### src/rtl/port_controller_if.sv
// Core-side request/response bundle for port_controller.
// master = the core issuing port I/O, slave = the controller.
interface port_controller_if #(
  parameter int WORD_SIZE = 8
);
  logic                 req_valid;
  logic                 req_write;
  logic [WORD_SIZE-1:0] req_addr;
  logic [WORD_SIZE-1:0] req_data;
  logic                 req_ready;
  logic                 rsp_valid;
  logic [WORD_SIZE-1:0] rsp_data;

  modport master (
    output req_valid, req_write, req_addr, req_data,
    input  req_ready, rsp_valid, rsp_data
  );

  modport slave (
    input  req_valid, req_write, req_addr, req_data,
    output req_ready, rsp_valid, rsp_data
  );
endinterface

### src/rtl/port_controller.sv
// Port I/O sequencer: buffers writes in a FIFO and strobes them to the port block
// as setup/strobe pairs. Reads wait until the FIFO is empty. A write to port 0 halts.
//   state    | meaning
//   IDLE     | waiting; starts a drain or accepts a read
//   W_SETUP  | portaddr/portval driven from FIFO head, portset low
//   W_STROBE | portset high; head popped on exit, halt check on port 0
//   R_SETUP  | portaddr driven with read address, portget low
//   R_STROBE | portget high; portout captured into rsp_data on exit
module port_controller #(
  parameter int WORD_SIZE  = 8,
  parameter int FIFO_DEPTH = 4
) (
  input  logic                        clk,
  input  logic                        reset,
  port_controller_if.slave            bus,
  output logic                        halted,
  output logic [$clog2(FIFO_DEPTH):0] fifo_count,
  output logic [WORD_SIZE-1:0]        portaddr,
  output logic [WORD_SIZE-1:0]        portval,
  output logic                        portget,
  output logic                        portset,
  input  logic [WORD_SIZE-1:0]        portout
);

  localparam int PTR_W = $clog2(FIFO_DEPTH);
  localparam int CNT_W = PTR_W + 1;

  typedef enum logic [2:0] {IDLE, W_SETUP, W_STROBE, R_SETUP, R_STROBE} state_t;

  state_t               state, state_nxt;
  logic [WORD_SIZE-1:0] fifo_addr [FIFO_DEPTH];
  logic [WORD_SIZE-1:0] fifo_data [FIFO_DEPTH];
  logic [PTR_W-1:0]     wr_ptr, rd_ptr;
  logic [CNT_W-1:0]     count_nxt;
  logic                 push, pop, rd_accept;

  logic [WORD_SIZE-1:0] portaddr_nxt, portval_nxt, rsp_data_nxt;
  logic                 portget_nxt, portset_nxt, rsp_valid_nxt, halted_nxt;

  assign bus.req_ready = bus.req_write
                       ? (!halted && (fifo_count < CNT_W'(FIFO_DEPTH)))
                       : (!halted && (state == IDLE) && (fifo_count == '0));

  assign push      = bus.req_valid && bus.req_ready &&  bus.req_write;
  assign rd_accept = bus.req_valid && bus.req_ready && !bus.req_write;

  always_comb begin
    count_nxt = fifo_count;
    case ({push, pop})
      2'b10:   count_nxt = fifo_count + CNT_W'(1);
      2'b01:   count_nxt = fifo_count - CNT_W'(1);
      default: count_nxt = fifo_count;
    endcase
  end

  always_comb begin
    state_nxt     = state;
    portaddr_nxt  = portaddr;
    portval_nxt   = portval;
    portget_nxt   = 1'b0;
    portset_nxt   = 1'b0;
    rsp_valid_nxt = 1'b0;
    rsp_data_nxt  = bus.rsp_data;
    halted_nxt    = halted;
    pop           = 1'b0;
    case (state)
      IDLE: begin
        if (fifo_count != '0 && !halted) begin
          state_nxt    = W_SETUP;
          portaddr_nxt = fifo_addr[rd_ptr];
          portval_nxt  = fifo_data[rd_ptr];
        end else if (rd_accept) begin
          state_nxt    = R_SETUP;
          portaddr_nxt = bus.req_addr;
        end
      end
      W_SETUP: begin
        state_nxt   = W_STROBE;
        portset_nxt = 1'b1;
      end
      W_STROBE: begin
        pop = 1'b1;
        // Chaining only from entries already in memory; a same-edge push drains via IDLE.
        if (portaddr == '0) begin
          halted_nxt = 1'b1;
          state_nxt  = IDLE;
        end else if (fifo_count > CNT_W'(1)) begin
          state_nxt    = W_SETUP;
          portaddr_nxt = fifo_addr[rd_ptr + PTR_W'(1)];
          portval_nxt  = fifo_data[rd_ptr + PTR_W'(1)];
        end else begin
          state_nxt = IDLE;
        end
      end
      R_SETUP: begin
        state_nxt   = R_STROBE;
        portget_nxt = 1'b1;
      end
      R_STROBE: begin
        state_nxt     = IDLE;
        rsp_valid_nxt = 1'b1;
        rsp_data_nxt  = portout;
      end
      default: state_nxt = IDLE;
    endcase
  end

  always_ff @(posedge clk or posedge reset) begin
    if (reset) begin
      state        <= IDLE;
      wr_ptr       <= '0;
      rd_ptr       <= '0;
      fifo_count   <= '0;
      portaddr     <= '0;
      portval      <= '0;
      portget      <= 1'b0;
      portset      <= 1'b0;
      bus.rsp_valid <= 1'b0;
      bus.rsp_data  <= '0;
      halted       <= 1'b0;
    end else begin
      state        <= state_nxt;
      fifo_count   <= count_nxt;
      portaddr     <= portaddr_nxt;
      portval      <= portval_nxt;
      portget      <= portget_nxt;
      portset      <= portset_nxt;
      bus.rsp_valid <= rsp_valid_nxt;
      bus.rsp_data  <= rsp_data_nxt;
      halted       <= halted_nxt;
      if (push) wr_ptr <= wr_ptr + PTR_W'(1);
      if (pop)  rd_ptr <= rd_ptr + PTR_W'(1);
    end
  end

  always_ff @(posedge clk) begin
    if (push) begin
      fifo_addr[wr_ptr] <= bus.req_addr;
      fifo_data[wr_ptr] <= bus.req_data;
    end
  end

endmodule
### src/flat_wrapper.sv
// flat-port wrapper written by rule: the top's interface ports become plain ports
module port_controller_flat 
#(
  parameter int WORD_SIZE  = 8,
  parameter int FIFO_DEPTH = 4
)
  (clk, reset, halted, fifo_count, portaddr, portval, portget, portset, portout, bus_req_valid, bus_req_write, bus_req_addr, bus_req_data, bus_req_ready, bus_rsp_valid, bus_rsp_data);
  port_controller_if #(.WORD_SIZE(WORD_SIZE)) bus_i ();
  input  logic clk;
  input  logic reset;
  output logic halted;
  output logic [$clog2(FIFO_DEPTH):0] fifo_count;
  output logic [WORD_SIZE-1:0] portaddr;
  output logic [WORD_SIZE-1:0] portval;
  output logic portget;
  output logic portset;
  input  logic [WORD_SIZE-1:0] portout;
  input wire logic [$bits(bus_i.req_valid)-1:0] bus_req_valid;
  input wire logic [$bits(bus_i.req_write)-1:0] bus_req_write;
  input wire logic [$bits(bus_i.req_addr)-1:0] bus_req_addr;
  input wire logic [$bits(bus_i.req_data)-1:0] bus_req_data;
  output wire logic [$bits(bus_i.req_ready)-1:0] bus_req_ready;
  output wire logic [$bits(bus_i.rsp_valid)-1:0] bus_rsp_valid;
  output wire logic [$bits(bus_i.rsp_data)-1:0] bus_rsp_data;
  assign bus_i.req_valid = bus_req_valid;
  assign bus_i.req_write = bus_req_write;
  assign bus_i.req_addr = bus_req_addr;
  assign bus_i.req_data = bus_req_data;
  assign bus_req_ready = bus_i.req_ready;
  assign bus_rsp_valid = bus_i.rsp_valid;
  assign bus_rsp_data = bus_i.rsp_data;
  port_controller #(.WORD_SIZE(WORD_SIZE), .FIFO_DEPTH(FIFO_DEPTH)) u_core (.clk(clk), .reset(reset), .bus(bus_i), .halted(halted), .fifo_count(fifo_count), .portaddr(portaddr), .portval(portval), .portget(portget), .portset(portset), .portout(portout));
endmodule
### config.mk
export PLATFORM = sky130hd
export DESIGN_NAME = port_controller_flat
export DESIGN_NICKNAME = d
export VERILOG_FILES = /design/src/rtl/port_controller_if.sv /design/src/rtl/port_controller.sv /design/src/flat_wrapper.sv
export SDC_FILE = /design/constraint.sdc
export NUM_CORES = 1
export LEC_CHECK = 0
export CAP_MARGIN = 25
export CORE_MARGIN = 4
export CORE_UTILIZATION = 45
export DETAILED_ROUTE_END_ITERATION = 7
export PLACE_DENSITY = 0.65
export SKIP_LAST_GASP = 1
export SYNTH_ARGS = -nofsm -noshare
export SYNTH_HDL_FRONTEND = slang
export SYNTH_SLANG_ARGS = --single-unit
export TNS_END_PERCENT = 100
### constraint.sdc
create_clock -name clk -period 2.8 [get_ports clk]
set_clock_uncertainty 0.2 [all_clocks]
set_input_delay 0.28 -clock clk [delete_from_list [all_inputs] [get_ports clk]]
set_output_delay 0.28 -clock clk [all_outputs]
set_load 0.01 [all_outputs]
# After elaboration in Yosys (flattened, before gate mapping)

Memory sizes are Yosys's and may differ from the RTL's.
Index checks and enable logic that the tools add are counted.

Add/sub/neg operators: 4
$mul: 0
Div/mod/pow operators: 0
$lt $le $gt $ge: 2
Equal/unequal tests: 10
Shift-type cells: 0
Multiplexer cells: 22
Bitwise operators: 0
Reduce and logical (&&, ||, !) cells: 18

Operators with widths:

| operator            | number |
|---|---|
| $mux 8              | 7 |
| $pmux 8 s2          | 2 |
| $pmux 3 s4          | 1 |
| $mux 3              | 3 |
| $logic_not 8->1     | 1 |
| $mux 1              | 8 |
| $reduce_and 4->1    | 2 |
| $logic_and 1x1->1   | 7 |
| $eq 3x2->1 const B  | 2 |
| $logic_not 3->1     | 2 |
| $pmux 3 s2          | 1 |
| $add 2x1->2 const B | 2 |
| $ne 2x2->1 const B  | 2 |
| $reduce_bool 2->1   | 2 |
| $add 3x1->3 const B | 1 |
| $eq 3x1->1 const B  | 1 |
| $eq 3x3->1 const B  | 1 |
| $gt 3x1->1 const B  | 1 |
| $lt 3x3->1 const B  | 1 |
| $ne 3x2->1 const B  | 1 |
| $reduce_bool 3->1   | 1 |
| $sub 3x1->3 const B | 1 |
| $eq 2x1->1 const B  | 1 |
| $eq 2x2->1 const B  | 1 |
| other kinds (3)     | 4 |

Register bits: 38
Latch bits: 0
Bits in writable memories: 64
ROM bits: 0
Output and inout bits: 32
Memories: 2

Memories:

| memory           | depth | width | read ports | clocked after memory_dff | write ports | RTL line              | text |
|---|---|---|---|---|---|---|---|
| u_core.fifo_addr | 4     | 8     | 2          | 0                        | 1           | port_controller.sv:31 | `logic [WORD_SIZE-1:0] fifo_addr [FIFO_DEPTH];` |
| u_core.fifo_data | 4     | 8     | 2          | 0                        | 1           | port_controller.sv:32 | `logic [WORD_SIZE-1:0] fifo_data [FIFO_DEPTH];` |

# Logic depth before layout (Yosys ltp)

Gate-level depths: netlist of the first run.

Depth after elaboration: 9
Gate-level depth with buffers: 8
Mapped depth without buffers: 8

# Worst setup path after synthesis of the first run

OpenSTA, ideal clock, no wires.

Kind: flip-flop to flip-flop
Start: reg u_core.fifo_count[1]
End: reg u_core.portaddr[7]
Setup time: 0.125 ns
Arrival time: 2.006 ns
Setup slack: 0.469 ns
Cell stages (with the launch flop): 8
Path buffers: 0
Period minus slack after synthesis: 2.331 ns
Cells stage by stage: dfrtp_1 -> inv_1 -> ha_1 -> ha_1 -> nor2_1 -> mux2i_1 -> o21ai_0 -> mux2_4

Longest elaborated chain between the ends: 7

Ends and longest elaborated chain:

| element                                              | RTL line                                     | text |
|---|---|---|
| from (decl)                                          | port_controller.sv:17                        | `output logic [$clog2(FIFO_DEPTH):0] fifo_count,` |
| from (signal assigned)                               | port_controller.sv:123                       | `fifo_count <= count_nxt;` |
| $lt 3x3->1 / $logic_not 3->1 (equally long branches) | port_controller.sv:41, port_controller.sv:42 |  |
| $logic_and 1x1->1 (on tied branches)                 | port_controller.sv:41, port_controller.sv:42 |  |
| $mux 1                                               | port_controller.sv:41                        | `? (!halted && (fifo_count < CNT_W'(FIFO_DEPTH)))` |
| $logic_and 1x1->1 (2 in a row)                       | port_controller.sv:45                        | `assign rd_accept = bus.req_valid && bus.req_ready && !bus.req_write;` |
| $ne 3x2->1 (no source line)                          | -                                            |  |
| $reduce_and 4->1 (no source line)                    | -                                            |  |
| to (signal assigned)                                 | port_controller.sv:124                       | `portaddr <= portaddr_nxt;` |
| to (decl)                                            | port_controller.sv:18                        | `output logic [WORD_SIZE-1:0] portaddr,` |

Parallel ways exist; a longest one is shown, timed or not.
A chain may end at the register's enable or synchronous reset.

# Worst setup path in the final report of the first run

Start: reg u_core.fifo_count[1]
End: out bus_req_ready

Longest elaborated chain between the ends: 3

Ends and longest elaborated chain:

| element                                              | RTL line                                     | text |
|---|---|---|
| $lt 3x3->1 / $logic_not 3->1 (equally long branches) | port_controller.sv:41, port_controller.sv:42 |  |
| $logic_and 1x1->1 (on tied branches)                 | port_controller.sv:41, port_controller.sv:42 |  |
| $mux 1 *                                             | port_controller.sv:41                        |  |
| to (decl)                                            | flat_wrapper.sv:22                           | `output wire logic [$bits(bus_i.req_ready)-1:0] bus_req_ready;` |

Every way passes the cells marked *; elsewhere a longest branch is shown, timed or not.

==> results of run 1 <==
==> layout make-up <==
type / instances / area, sq um
Timing Repair Buffer: 79 / 752.0
Tap cell: 133 / 166.4
Clock inverter: 3 / 25.02
Multi-Input combinational cell: 187 / 1687
Clock buffer: 13 / 170.2
Inverter: 8 / 30.03
Sequential cell: 102 / 2874
Fill cell: 780 / 4250
==> registers in the layout, indices dropped and copies added, names as in the netlist, 2 cells and up <==
register,cells
u_core.state,3
u_core.rd_ptr,2
u_core.fifo_data,32
u_core.bus.rsp_data,8
u_core.portval,8
u_core.fifo_count,3
u_core.portaddr,8
u_core.fifo_addr,32
u_core.wr_ptr,2
==> routing by layer <==
metal	vias up	track usage [%]
li1	1355	-
met2	60	26.43
met1	1450	21.79
met4	0	3.918
met5	-	0
met3	8	4.193
==> worst max-delay path: stages, from the launching register on <==
cell and delay (ns):
dfrtp_1 0.42, inv_1 0.12, ha_1 0.16, ha_2 0.21
or3b_2 0.47, a21oi_1 0.15, dlygate4sd2_1 0.28
==> how the worst min path moves through the flow <==
stage                              to
2_1_floorplan  u_core.fifo_addr[0][0]
3_3_place_gp   u_core.bus.rsp_data[2]
3_5_place_dp   u_core.bus.rsp_data[4]
4_1_cts        u_core.bus.rsp_data[5]
5_1_grt        u_core.bus.rsp_data[5]
6_report       u_core.bus.rsp_data[7]
==> stage by stage <==
stage,utilization (%),instances,hold WS [ns],setup slack [ns]
6_report,57.30,525,0.1470,0.1624
5_1_grt,57.30,525,0.1782,0.03125
4_1_cts,57.30,525,0.1535,0.1380
3_5_place_dp,55.33,509,0.2941,0.2613
3_3_place_gp,55.33,509,0.2883,0.2744
2_1_floorplan,-,316,0.1789,0.4691
==> synthesized netlist by cell type, drive strengths merged (5+ instances only) <==
cell type  instances  area [sq um]
a21oi              8         40.04
a22o               6         52.55
a22oi              6         45.04
a31oi              6         37.54
and2               5         31.28
and3               7         43.79
buf                8         52.55
clkbuf            11         41.29
dfrtp             38         950.9
edfxtp            64          1922
ha                 8         100.1
inv                7         26.28
mux2              25         311.6
mux2i              8         80.08
mux4              16         360.4
nand2             12         45.04
nand3b             6         45.04
nor2               5         18.77
nor3              12         65.06
nor3b             11         82.58
o21ai             21         105.1
xnor2              5         43.79
==> layout by cell type, fill, tap and decap left out, types with 2 or more instances in the layout <==
master           count
a21oi_1              8
a22o_1               6
a22oi_1              6
a31o_2               2
a31oi_1              6
and2_1               5
and3_1               7
and3b_1              2
buf_4               19
clkbuf_1             2
clkbuf_8            10
clkdlybuf4s50_1     58
dfrtp_1             37
edfxtp_1            64
ha_1                 7
inv_1                7
mux2_2              17
mux2_4               8
mux2i_1              8
mux4_2              16
nand2_1             12
nand2b_1             2
nand3b_1             6
nor2_1               5
nor3_1              11
nor3b_1             11
nor4_1               2
o21ai_0             21
xnor2_1              5
==> kinds of logic (layout without fill, tap and decap cells) <==
group	Yosys count	after routing	synth area share, %
xor+xnor	5	5	0.9355
flops	102	102	61.37
simple gates	71	71	9.222
buf+inv	27	103	2.646
mux	49	49	16.07
compound gates	54	54	7.619
fa+ha+maj	8	8	2.139
==> power by group <==
part           switching (mW)  leakage [nW]  internal [mW]
Sequential              0.378          1.03           1.97
Clock                   0.482        0.0954          0.408
Combinational            1.19          1.01           1.55
==> metrics.txt, run 1 <==
synthesized flop and latch total roughly 100; max_slew headroom 43.63%; number of diodes 0; CP max FO 4; Sink Count roughly 100; fmax between 0.3 and 0.4 GHz; period utilisation layout 94.20%; VDD IR-drop max around 450 uV; class of the worst hold path in2async; outcome finished clean; Synth Cell Area between 4000 and 5000 sq um; Tightest Pin Transition 0.8456 ns; Final nets around 420; PD cells roughly 1000 nW/um^2; RSZ-0062 raised after global routing no; max cap viols 0; vias in the first global route 2894; Vias/cell 5.472; total track usage 16.19%; kind of critical path reg2out; reg2reg start u_core.state[1]; placed inst area 5508 sq um; first-pass GRT wire length 14860 microns; Min Clock Period, post-route between 2 and 3 ns; Cells after Synth 316; LEAKAGE 2.139 nW; Synthesized Nets 352; core area 9955 sq um; Setup Viol. Count Final 0; routed via count 2873; TritonRoute pass-1 iters 4; Pwr Total 5.970 mW; R2R Setup Slk approximately 0.4 ns; met2 wire length approximately 4400 microns; H-tree depth 3; routed metal-1 wirelength 4405 microns; Critical R2R Capture u_core.portval[6]; Area Growth Syn to Fin 21.87%; layout cell share with drive strength beyond 1 21.43%; Final Cell Area 5704 sq um; Synth async-reset ratio 37.25%; buffers added on ports 59; Worst EP arrival 2.16 ns; die extent in y 110.0 microns; clock slew at reported path FFs 0.10 ns; ys flop type edfxtp_1; pin count of the biggest net entering global routing 39; Worst setup endpoint bus_req_ready; grt ovf 0; wire length on met3 431 microns; Root Driver clkbuf_8; Final Hold Fails 0; clk buf depth 2; DP HPWL 6207 microns; Avg Cell Area, Syn 14.81 sq um; number of core rows 36; Slew Viols, Final 0; total CTS buffers 9; DRT antenna net count 0; WP data required roughly 2.3 ns; CP Capture Type output port; Routed WL per cell 17.79 microns; RePlAce Congestion 0.7678; die width 110.0 microns; crit path launch type flip-flop; Cell variety after synth between 40 and 50; Iteration-0 DRC Markers between 100 and 150; top sig layer met4; TNS Setup 0 ns; yosys warns 0; crit path from u_core.fifo_count[1]; TritonCTS clock tree done; register area share after synthesis around three fifths; Hold-fix buffers, CTS 0; clock latency on the worst-skew pair 0.35 ns; DRC viols 0; Post-CTS Setup Inserts 0; Die Area 12100 sq um; initial core utilization between 40% and 50%; initial antenna violation count 0; Post-synth EDFFs 64; IO Pins 60; final wirelength 9341 microns; Reg2Reg Depth 6; # resized after CTS 2
(Power assumes the default switching activity.)
==> inputs of run 2 (changes only) <==
Settings changed: CAP_MARGIN 25 to not set, CTS_CLUSTER_SIZE set to 28.
==> results of run 2 <==
Final layout, timing and power as in run 1 (identical DEF).
